==> src/rtl/pwr_reg_pkg.sv <==
// Shared types and constants for the write-only pulse register block.
package pwr_reg_pkg;

    // Behaviour when a channel that is already pulsing is written again.
    typedef enum logic {
        RETRIG_IGNORE  = 1'b0,
        RETRIG_RESTART = 1'b1
    } retrig_mode_e;

    // Per-channel pulse state.
    typedef enum logic {
        CH_IDLE   = 1'b0,
        CH_ACTIVE = 1'b1
    } chan_state_e;

    // Legal range of the pulse length parameter.
    localparam int PULSE_W_MIN = 1;
    localparam int PULSE_W_MAX = 255;

    function automatic bit pulse_w_legal(input int w);
        return (w >= PULSE_W_MIN) && (w <= PULSE_W_MAX);
    endfunction

endpackage

==> src/rtl/wo_pulse_chan.sv <==
// One trigger channel: stretches a single-cycle trigger into a PULSE_W-cycle
// registered pulse, with configurable handling of retriggers while active.
module wo_pulse_chan
    import pwr_reg_pkg::*;
#(
    parameter int           PULSE_W     = 1,
    parameter retrig_mode_e RETRIG_MODE = RETRIG_IGNORE
) (
    input  logic clk,
    input  logic rst,
    input  logic trig,
    output logic pulse,
    output logic retrig_err
);

    localparam int            CW   = $clog2(PULSE_W + 1);
    localparam logic [CW-1:0] LOAD = CW'(PULSE_W);
    localparam logic [CW-1:0] ONE  = CW'(1);

    chan_state_e   state_q, state_d;
    logic [CW-1:0] cnt_q, cnt_d;
    logic          err_q, err_d;

    // State, remaining-count and sticky error registers.
    always_ff @(posedge clk or posedge rst) begin
        if (rst) begin
            state_q <= CH_IDLE;
            cnt_q   <= '0;
            err_q   <= 1'b0;
        end else begin
            state_q <= state_d;
            cnt_q   <= cnt_d;
            err_q   <= err_d;
        end
    end

    // Next-state logic; a trigger on the last active cycle still counts as a retrigger.
    always_comb begin
        state_d = state_q;
        cnt_d   = cnt_q;
        err_d   = err_q;
        case (state_q)
            CH_IDLE: begin
                if (trig) begin
                    state_d = CH_ACTIVE;
                    cnt_d   = LOAD;
                end
            end
            CH_ACTIVE: begin
                if (trig && (RETRIG_MODE == RETRIG_RESTART)) begin
                    cnt_d = LOAD;
                end else begin
                    if (trig) begin
                        err_d = 1'b1;
                    end
                    if (cnt_q == ONE) begin
                        state_d = CH_IDLE;
                        cnt_d   = '0;
                    end else begin
                        cnt_d = cnt_q - ONE;
                    end
                end
            end
            default: begin
                state_d = CH_IDLE;
                cnt_d   = '0;
            end
        endcase
    end

    assign pulse      = (state_q == CH_ACTIVE);
    assign retrig_err = err_q;

endmodule

==> src/rtl/wo_pulse_reg.sv <==
// Write-one-to-trigger register: each data bit drives an independent
// stretched-pulse channel; reads return the per-channel busy flags.
module wo_pulse_reg
    import pwr_reg_pkg::*;
#(
    parameter int              DW                   = 8,
    parameter int              AW                   = 8,
    parameter logic [AW-1:0]   REG_ADDR             = {AW{1'b0}},
    parameter int              PULSE_W              = 1,
    parameter retrig_mode_e    RETRIG_MODE          = RETRIG_IGNORE,
    parameter logic            SUPPORT_TEST_MODE_WR = 1'b1,
    parameter logic            SUPPORT_TEST_MODE_RD = 1'b1,
    parameter logic            SUPPORT_CFG_MODE_WR  = 1'b1,
    parameter logic            SUPPORT_CFG_MODE_RD  = 1'b1
) (
    input  logic          i_clk,
    input  logic          i_rst,
    input  logic          i_wen,
    input  logic          i_ren,
    input  logic          i_test_mode_status,
    input  logic          i_cfg_mode_status,
    input  logic [AW-1:0] i_addr,
    input  logic [DW-1:0] i_wdata,
    output logic [DW-1:0] o_rdata,
    output logic [DW-1:0] o_pulse,
    output logic [DW-1:0] o_busy,
    output logic [DW-1:0] o_retrig_err
);

    if (!pulse_w_legal(PULSE_W)) begin : g_bad_pulse_w
        $error("wo_pulse_reg: PULSE_W=%0d outside legal range %0d..%0d",
               PULSE_W, PULSE_W_MIN, PULSE_W_MAX);
    end

    logic          hit;
    logic          wen;
    logic          ren;
    logic [DW-1:0] pulse_vec;
    logic [DW-1:0] err_vec;

    assign hit = (i_addr == REG_ADDR);
    assign wen = i_wen & hit & ((i_test_mode_status & SUPPORT_TEST_MODE_WR) |
                                (i_cfg_mode_status  & SUPPORT_CFG_MODE_WR));
    assign ren = i_ren & hit & ((i_test_mode_status & SUPPORT_TEST_MODE_RD) |
                                (i_cfg_mode_status  & SUPPORT_CFG_MODE_RD));

    // Written zeros leave their channel alone; only ones trigger.
    for (genvar i = 0; i < DW; i++) begin : g_chan
        wo_pulse_chan #(
            .PULSE_W     (PULSE_W),
            .RETRIG_MODE (RETRIG_MODE)
        ) u_chan (
            .clk        (i_clk),
            .rst        (i_rst),
            .trig       (wen & i_wdata[i]),
            .pulse      (pulse_vec[i]),
            .retrig_err (err_vec[i])
        );
    end

    // Read path sees the registered busy state, so a same-cycle write is not yet visible.
    always_comb begin
        o_rdata = '0;
        if (ren) begin
            o_rdata = pulse_vec;
        end
    end

    assign o_pulse      = pulse_vec;
    assign o_busy       = pulse_vec;
    assign o_retrig_err = err_vec;

endmodule
==> config.mk <==
export PLATFORM = sky130hd
export DESIGN_NAME = wo_pulse_reg
export DESIGN_NICKNAME = d
export VERILOG_FILES = /design/src/rtl/pwr_reg_pkg.sv /design/src/rtl/wo_pulse_chan.sv /design/src/rtl/wo_pulse_reg.sv
export SDC_FILE = /design/constraint.sdc
export NUM_CORES = 1
export LEC_CHECK = 0
export ABC_AREA = 1
export BUFFER_PORTS_ARGS = -buffer_cell sky130_fd_sc_hd__buf_4
export CAP_MARGIN = 20
export CORE_MARGIN = 2
export CORE_UTILIZATION = 41
export DETAILED_ROUTE_END_ITERATION = 10
export HOLD_SLACK_MARGIN = 0.12
export PLACE_DENSITY = 0.78
export SYNTH_ARGS = -nofsm -noshare
export SYNTH_HDL_FRONTEND = slang
export SYNTH_HIERARCHICAL = 1
export SYNTH_SLANG_ARGS = --single-unit
==> constraint.sdc <==
create_clock -name i_clk -period 0.8 [get_ports i_clk]
set_input_delay 0.08 -clock i_clk [delete_from_list [all_inputs] [get_ports i_clk]]
set_output_delay 0.08 -clock i_clk [all_outputs]
set_load 0.05 [all_outputs]
==> results of run 1 <==
[logic make-up after synthesis]
family / share of synthesized area (%)
buf+inv: 21.20
simple gates: 18.84
flops: 51.39
compound gates: 8.566
[layer usage]
layer / vias to the layer above / global-route usage [%]
li1: 548 / -
met1: 555 / 22.55
met2: 39 / 36.20
met3: 12 / 3.628
met4: 0 / 9.635
met5: - / 0
[worst paths after layout]
check,startpoint,endpoint,slack (ns),cells past startpoint
worst max-delay path,g_chan[7].u_chan/pulse,o_rdata[7],-0.32,3
worst min register to register,g_chan[3].u_chan/retrig_err,g_chan[3].u_chan/retrig_err,0.51,1
worst min-delay path,i_wdata[1],g_chan[1].u_chan/retrig_err,0.14,5
worst max register to register,g_chan[7].u_chan/pulse,g_chan[7].u_chan/cnt_q,-0.14,3
min in group asynchronous,i_rst,g_chan[7].u_chan/retrig_err,0.23,3
max in group asynchronous,i_rst,g_chan[2].u_chan/retrig_err,0.42,3
[power by group]
group	total, W	switching, W	internal [W]
logic	0.000808	0.000431	0.000378
registers	0.00162	0.000191	0.00143
clock network	0.000517	0.000341	0.000176
total	0.00295	0.000963	0.00199
[sequential cells by signal (all words and copies together), names as in the netlist]
name	cells
g_chan.u_chan/cnt_q	8
g_chan.u_chan/pulse	8
g_chan.u_chan/retrig_err	8
[repair_timing]
action | CTS | global route
hold buffers | 1 | 0
endpoints found under the setup margin | 49 | 56
gates resized for setup | 56 | 51
buffers inserted | 8 | 7
endpoints found under the hold margin | 25 | 0
pin swaps | 10 | 20
[per-stage QoR]
step / setup WS, ns / util [%] / TNS (ns) / instances
floorplan: -0.1589 / - / -3.880 / 150
global placement: -0.3400 / 59.73 / -8.975 / 226
detailed placement: -0.4056 / 59.73 / -10.24 / 226
CTS: -0.3369 / 70.89 / -9.398 / 238
global route: -0.3758 / 78.76 / -11.94 / 243
finish: -0.3246 / 78.76 / -9.876 / 243
[final cells by class]
type | instances | area (µm²)
Clock buffer | 3 | 22.52
Fill cell | 184 | 580.6
Inverter | 50 | 187.7
Multi-Input combinational cell | 68 | 605.6
Sequential cell | 24 | 620.6
Tap cell | 31 | 38.79
Timing Repair Buffer | 67 | 678.2
[worst reg2reg max path, delay by kind of cell, from the launching register on]
family                 cells  cell delay (ns)
AOI/OAI and AO/OA          1             0.15
buffers and inverters      1             0.16
DFF                        1             0.46
and+or+nand+nor            1             0.07
[Yosys cell counts]
master    number  area share (%)
inv_1         50              16
dfrtp_1       24              51
nor2_1        22             7.1
nand2_1       18             5.8
buf_4          8             5.1
nand3_1        8             3.4
o21ai_1        8             3.4
o21bai_1       8             5.1
nand2_2        2             1.1
nor2_2         1            0.54
nor2_4         1            0.96
[placed cells by master, fill, tap and decap left out]
master         count
nor2_4            21
clkbuf_4           3
inv_1             32
o21ai_4            5
nand3_2            6
dfrtp_2           16
inv_2             18
buf_4             24
nand2_2            5
o21bai_1           8
dfrtp_1            8
nand2_1           13
nand3_1            2
o21ai_2            3
buf_8              4
dlygate4sd3_1      1
nor2_1             3
nand2_8            2
buf_6             38
==> out/qor.yml, run 1 <==
routing:
  drc: 0
  drt_iter0_drc: 13
  met2_length_um: 1884
  routed.top_layer: "met4"
  routedWlPerCell_um: 13.91
  first_pass_iters: 6
  via_per_inst: 4.749
  vias: 1154
  dr_wl_met3_um: 157
  ant_nets: 0
  wl_met1_um: 1225
  wirelength_um: 3379
sta:
  max_slew_margin_pct: 76.59
  tightest_slew_ns: 0.3498
  setup_viol: 56
  fin_crit_ns: 1.125
  post-route-period-util_pct: 140.6
  rsz0062_at_grt: "yes"
  skew_ns: 0.002038
  hold_viol: 0
  slew_viol_final: 0
  finalWorstSetupSlack_ns: -0.3246
  timing.fmax_mhz: 889.2
  hold_ws_ns: 0.1446
critical_path:
  crit_buf_inv: 2
  critical_path_class: "reg2out"
  cp_slowest_cell: "dfrtp_2"
  path_max_fanout: 4
  worstPathRequired_ns: 0.72
  critPathLaunchType: "register"
  critPathTopFamily: "flip-flops"
  cpPeakStageDelay_ns: 0.43
  crit_arrival_ns: 1.04
  end_kind: "output pin"
  worstPathCellList: "inv_2, nor2_4, buf_8"
grt:
  grt_max_degree: 13
  antenna_found_initial: 0
  groute.usage.overall_pct: 20.06
  grt.overflow.total: 0
  grt_pass1_vias: 1160
  grt_pass1_wl_um: 5099
floorplan:
  die_h_um: 57.39
  io_pins: 54
  die_x_um: 57.39
  core-area_um2: 2734
  rows: 19
  die_area_um2: 3294
  initial_core_util_pct: 42.75
synth:
  synth_cells: 150
  ys_seq_area_share_pct: 51.39
  netlist_area_um2: 1169
  synthesis.nets: 172
  synth.avg_cell_area_um2: 7.791
  yosysWarnings: 6
  ys_types: 11
  ys_seq_elements: 24
layout:
  drive_above_1_share_pct: 68.40
  antenna_cells: 0
  stdcell_area_um2: 2153
  fin_nets: 236
  area_delta_synth_final_pct: 84.26
cts:
  cts_max_level: 1
  cts_buffers: 3
  cts_tree: "yes"
  cts.sinks: 24
  clkSlewWorstSetupHoldPaths_ns: 0.12
  clk_path_buf_depth: 2
  insertion_delay_ns: 0.31
  cts_root_buf: "clkbuf_4"
power:
  fin_total_pwr_w: 0.002950
  powerDensity_nw_per_um2: 1370
  p_leak_nw: 1.043
  peakVddDrop_mv: 1.337
flow_run:
  maxCapViolations: 0
worst_hold_path:
  min_path_type: "in2reg"
run_status:
  status: "complete, but fails checks"
  violations: "setup timing"
placement:
  hpwl_um: 2130
  dpl_cell_area_um2: 1633
  port_buffers: 53
  place.gp.congestion: 0.7027
No activity file was read; power rests on OpenSTA's default activity.
==> run 2: changes to the inputs <==
--- a/config.mk
+++ b/config.mk
@@ -13,6 +13,7 @@
 export DETAILED_ROUTE_END_ITERATION = 10
 export HOLD_SLACK_MARGIN = 0.12
 export PLACE_DENSITY = 0.78
+export REMOVE_ABC_BUFFERS = 1
 export SYNTH_ARGS = -nofsm -noshare
 export SYNTH_HDL_FRONTEND = slang
 export SYNTH_HIERARCHICAL = 1
==> out/qor.yml, run 2 (same netlist as run 1, synthesis figures left out) <==
placement:
  port_buffers: 53
  place.gp.congestion: 0.7321
  hpwl_um: 1955
  dp.cells: 234
routing:
  vias: 1125
  ant_nets: 0
  first_pass_iters: 4
  drt_iter0_drc: 34
  wirelength_um: 3001
  routedWlPerCell_um: 12.05
  via_per_inst: 4.518
  drc: 0
critical_path:
  cpPeakStageDelay_ns: 0.42
  crit_buf_inv: 2
  cp_slowest_cell: "dfrtp_1"
  r2r-end: "g_chan[6].u_chan/cnt_q"
  end_kind: "output pin"
  ff2ff_setup_slack_ns: -0.18
  timing.rr.start: "g_chan[6].u_chan/pulse"
  critPathLaunchType: "register"
  critical_path_class: "reg2out"
  crit_arrival_ns: 1.06
  path_max_fanout: 4
  reg2regPathDepth: 4
  critPathTopFamily: "flip-flops"
  worstPathRequired_ns: 0.72
  worstPathCellList: "inv_1, nor2_1, buf_6"
grt:
  grt_pass1_wl_um: 4319
  grt_max_degree: 13
  groute.usage.overall_pct: 16.47
  grt_pass1_vias: 1041
  antenna_found_initial: 0
  grt.overflow.total: 0
cts:
  cts_buffers: 3
  insertion_delay_ns: 0.29
  clkSlewWorstSetupHoldPaths_ns: 0.11
  cts_max_level: 1
  cts_tree: "yes"
  clk_path_buf_depth: 2
  cts_root_buf: "clkbuf_4"
  cts.sinks: 24
sta:
  fin_crit_ns: 1.137
  setup_viol: 50
  max_slew_margin_pct: 85.04
  finalWorstSetupSlack_ns: -0.3371
  tightest_slew_ns: 0.2235
  slew_viol_final: 0
  skew_ns: 0.001805
  hold_viol: 0
  rsz0062_at_grt: "yes"
  timing.fmax_mhz: 879.5
  post-route-period-util_pct: 142.1
floorplan:
  die_h_um: 57.39
  die_area_um2: 3294
  rows: 19
  initial_core_util_pct: 42.75
  die_x_um: 57.39
  io_pins: 54
  core-area_um2: 2734
layout:
  area_delta_synth_final_pct: 80.94
  final_common_cell: "inv_1"
  drive_above_1_share_pct: 54.59
  fin_nets: 242
  antenna_cells: 0
  final_cell_mix: "inv_1 (41), buf_6 (39), dfrtp_1 (23), buf_4 (23), nand2_1 (14)"
  fill_cells: 170
  final_cell_count_no_fill: 249
worst_hold_path:
  worstHoldStart: "i_wdata[0]"
  min_path_type: "in2reg"
  hold_depth: 5
  holdPathEnd: "g_chan[0].u_chan/pulse"
run_status:
  status: "complete, but fails checks"
  violations: "setup timing"
power:
  peakVddDrop_mv: 1.267
  p_leak_nw: 1.117
  powerDensity_nw_per_um2: 1371
  fin_total_pwr_w: 0.002898
flow_run:
  maxCapViolations: 0
run 2: through the flow:
step	setup TNS (ns)	util (%)	hold slack [ns]	cell area (µm²)	setup WS, ns
final	-10.02	77.35	0.1464	2115	-0.3371
after global routing	-12.71	77.35	0.1536	2115	-0.4113
after CTS	-9.259	68.56	0.1240	1874	-0.3499
after detailed placement	-8.529	58.72	0.01311	1605	-0.3338
after global placement	-8.040	58.72	0.01016	1605	-0.3072
after floorplan	-23.90	-	-0.1664	1109	-1.002
run 2: cell type report:
cell class	count	area [µm²]	share of cell area, %
Multi-Input combinational cell	68	486.7	23.02
Clock buffer	3	22.52	1.065
Inverter	50	192.7	9.112
Sequential cell	24	601.8	28.46
Tap cell	31	38.79	1.834
Timing Repair Buffer	73	772.0	36.51
run 2: worst reg2reg max path, cell delays in order (launching register included):
cell,delay (ns)
dfrtp_1,0.43
buf_6,0.13
buf_6,0.11
o21ai_4,0.13
nand2_1,0.08
run 2: report_power, final:
group          switching [W]  total, W  internal (W)
registers           0.000150   0.00158       0.00143
logic               0.000432  0.000834      0.000402
clock network       0.000308  0.000483      0.000175
run 2: how the worst max path moves through the flow:
| stage | startpoint | slack, ns | endpoint | depth (start not counted) |
|---|---|---|---|---|
| finish | g_chan[1].u_chan/pulse | -0.34 | o_rdata[1] | 3 |
| global route | g_chan[2].u_chan/pulse | -0.41 | o_rdata[2] | 3 |
| detailed placement | i_addr[7] | -0.33 | g_chan[3].u_chan/cnt_q | 9 |
| CTS | g_chan[4].u_chan/pulse | -0.35 | o_rdata[4] | 3 |
| global placement | i_addr[3] | -0.31 | g_chan[2].u_chan/cnt_q | 9 |
| floorplan | g_chan[0].u_chan/pulse | -1.00 | o_rdata[0] | 2 |
run 2: timing repair:
item	CTS	global route
hold buffers	1	0
buffers inserted	5	7
endpoints found under the setup margin	44	56
resized for setup	54	61
pin swaps	14	22
hold endpoints to repair	24	0
run 2: layer usage:
layer / part of all wire (%) / track usage [%]
met1: 37 / 21.72
met4: 0.20 / 4.651
met5: 0 / 0
met3: 6.9 / 3.855
met2: 56 / 27.11
==> run 3: changes to the inputs <==
--- a/config.mk
+++ b/config.mk
@@ -12,7 +12,7 @@
 export CORE_UTILIZATION = 41
 export DETAILED_ROUTE_END_ITERATION = 10
 export HOLD_SLACK_MARGIN = 0.12
-export PLACE_DENSITY = 0.78
+export PLACE_DENSITY = 0.73
 export REMOVE_ABC_BUFFERS = 1
 export SYNTH_ARGS = -nofsm -noshare
 export SYNTH_HDL_FRONTEND = slang
==> out/qor.yml, run 3 (same netlist as run 1, synthesis figures left out) <==
sta:
  fin_crit_ns: 1.216
  skew_ns: 0.005634
  timing.fmax_mhz: 822.1
  hold_viol: 0
  rsz0062_at_grt: "yes"
  slew_viol_final: 0
  tightest_slew_ns: 0.2319
  hold_ws_ns: 0.1179
  max_slew_margin_pct: 84.49
  setup_viol: 56
  post-route-period-util_pct: 152.0
  finalWorstSetupSlack_ns: -0.4164
critical_path:
  timing.rr.start: "g_chan[7].u_chan/pulse"
  cp.depth: 3
  critical_path_class: "reg2out"
  crit_path_start: "g_chan[5].u_chan/pulse"
  worstPathCellList: "inv_1, nor2_1, buf_6"
  critPathLaunchType: "register"
  reg2regPathDepth: 5
  worstPathRequired_ns: 0.72
  crit_buf_inv: 2
  critPathTopFamily: "flip-flops"
  cpPeakStageDelay_ns: 0.44
  r2r-end: "g_chan[7].u_chan/cnt_q"
  cp_slowest_cell: "dfrtp_1"
  crit_path_end: "o_rdata[5]"
  path_max_fanout: 4
  crit_arrival_ns: 1.14
  end_kind: "output pin"
  ff2ff_setup_slack_ns: -0.29
placement:
  pre_cts_ws_ns: -0.3732
  place.gp.congestion: 0.7549
  hpwl_um: 2126
  port_buffers: 53
  dpl_cell_area_um2: 1605
  dp.cells: 234
grt:
  grt_max_degree: 14
  grt.overflow.total: 0
  grt_pass1_vias: 1223
  groute.usage.overall_pct: 19.67
  grt_pass1_wl_um: 5043
  antenna_found_initial: 0
routing:
  vias: 1200
  first_pass_iters: 4
  routedWlPerCell_um: 13.81
  wl_met1_um: 1295
  dr_wl_met3_um: 114
  drt_iter0_drc: 21
  ant_nets: 0
  drc: 0
  met2_length_um: 2016
  routed.top_layer: "met4"
  via_per_inst: 4.688
  wirelength_um: 3536
floorplan:
  die_x_um: 57.39
  initial_core_util_pct: 42.75
  io_pins: 54
  core-area_um2: 2734
  die_area_um2: 3294
  die_h_um: 57.39
  rows: 19
power:
  p_leak_nw: 1.154
  peakVddDrop_mv: 1.477
  fin_total_pwr_w: 0.003061
  powerDensity_nw_per_um2: 1428
layout:
  antenna_cells: 0
  seqCellArea_um2: 603.1
  final_cell_mix: "inv_1 (42), buf_6 (42), buf_4 (28)"
  multi_input_area_um2: 464.2
  final_cell_count_no_fill: 256
  stdcell_area_um2: 2143
  fill_cells: 179
  fin_nets: 248
  area_delta_synth_final_pct: 83.41
  drive_above_1_share_pct: 54.67
cts:
  insertion_delay_ns: 0.32
  clkSlewWorstSetupHoldPaths_ns: 0.14
  clk_path_buf_depth: 2
  cts_root_buf: "clkbuf_4"
  cts.sinks: 24
  cts_tree: "yes"
  cts_max_level: 1
  cts_buffers: 3
worst_hold_path:
  min_path_type: "in2reg"
run_status:
  status: "complete, but fails checks"
  violations: "setup timing"
flow_run:
  maxCapViolations: 0
## run 3: worst min path at each step
stage                                  endpoint        from  slack, ns  cells past startpoint
detailed placement       g_chan[1].u_chan/pulse       i_rst       0.01                      2
global placement         g_chan[1].u_chan/pulse       i_rst      0.007                      2
CTS                 g_chan[5].u_chan/retrig_err  i_wdata[5]       0.11                      5
floorplan                g_chan[0].u_chan/cnt_q       i_rst      -0.17                      1
global route        g_chan[0].u_chan/retrig_err  i_wdata[0]       0.15                      5
finish              g_chan[0].u_chan/retrig_err  i_wdata[0]       0.12                      5
## run 3: stage by stage
| step | util, % | setup TNS, ns |
|---|---|---|
| 2_1_floorplan | - | -23.90 |
| 3_3_place_gp | 58.72 | -7.696 |
| 3_5_place_dp | 58.72 | -9.522 |
| 4_1_cts | 69.57 | -10.76 |
| 5_1_grt | 78.40 | -14.40 |
| 6_report | 78.40 | -12.16 |
## run 3: report_power, final
group	total, W	switching (W)	internal [W]
registers	0.00160	0.000171	0.00143
logic	0.000810	0.000427	0.000383
clock network	0.000650	0.000372	0.000278
total	0.00306	0.000970	0.00209
## run 3: repair_timing
| action | in CTS | in global routing |
|---|---|---|
| gates cloned | 0 | 0 |
| gates resized for setup | 48 | 59 |
| hold endpoints to repair | 29 | 0 |
| pin swaps | 6 | 9 |
| hold buffers | 1 | 0 |
| setup endpoints to repair | 43 | 54 |
| setup buffers | 10 | 8 |
## run 3: cell type report
| class | instances | share of cell area, % |
|---|---|---|
| clock buffers | 4 | 1.693 |
| inverters | 50 | 8.757 |
| multi-input cells | 68 | 21.66 |
| well taps | 31 | 1.810 |
| repair buffers | 79 | 37.95 |
| flip-flops and latches | 24 | 28.14 |
## run 3: worst register-to-register path, stage by stage, from the launching register on
cell	delay [ns]
dfrtp_1	0.46
buf_4	0.16
buf_6	0.10
buf_6	0.11
o21ai_4	0.11
nand2_1	0.06
## run 3: per-layer routing
layer / up-vias / track usage, %
met2: 37 / 38.64
met3: 10 / 3.628
met1: 580 / 20.91
met4: 0 / 5.648
met5: - / 0
li1: 573 / -
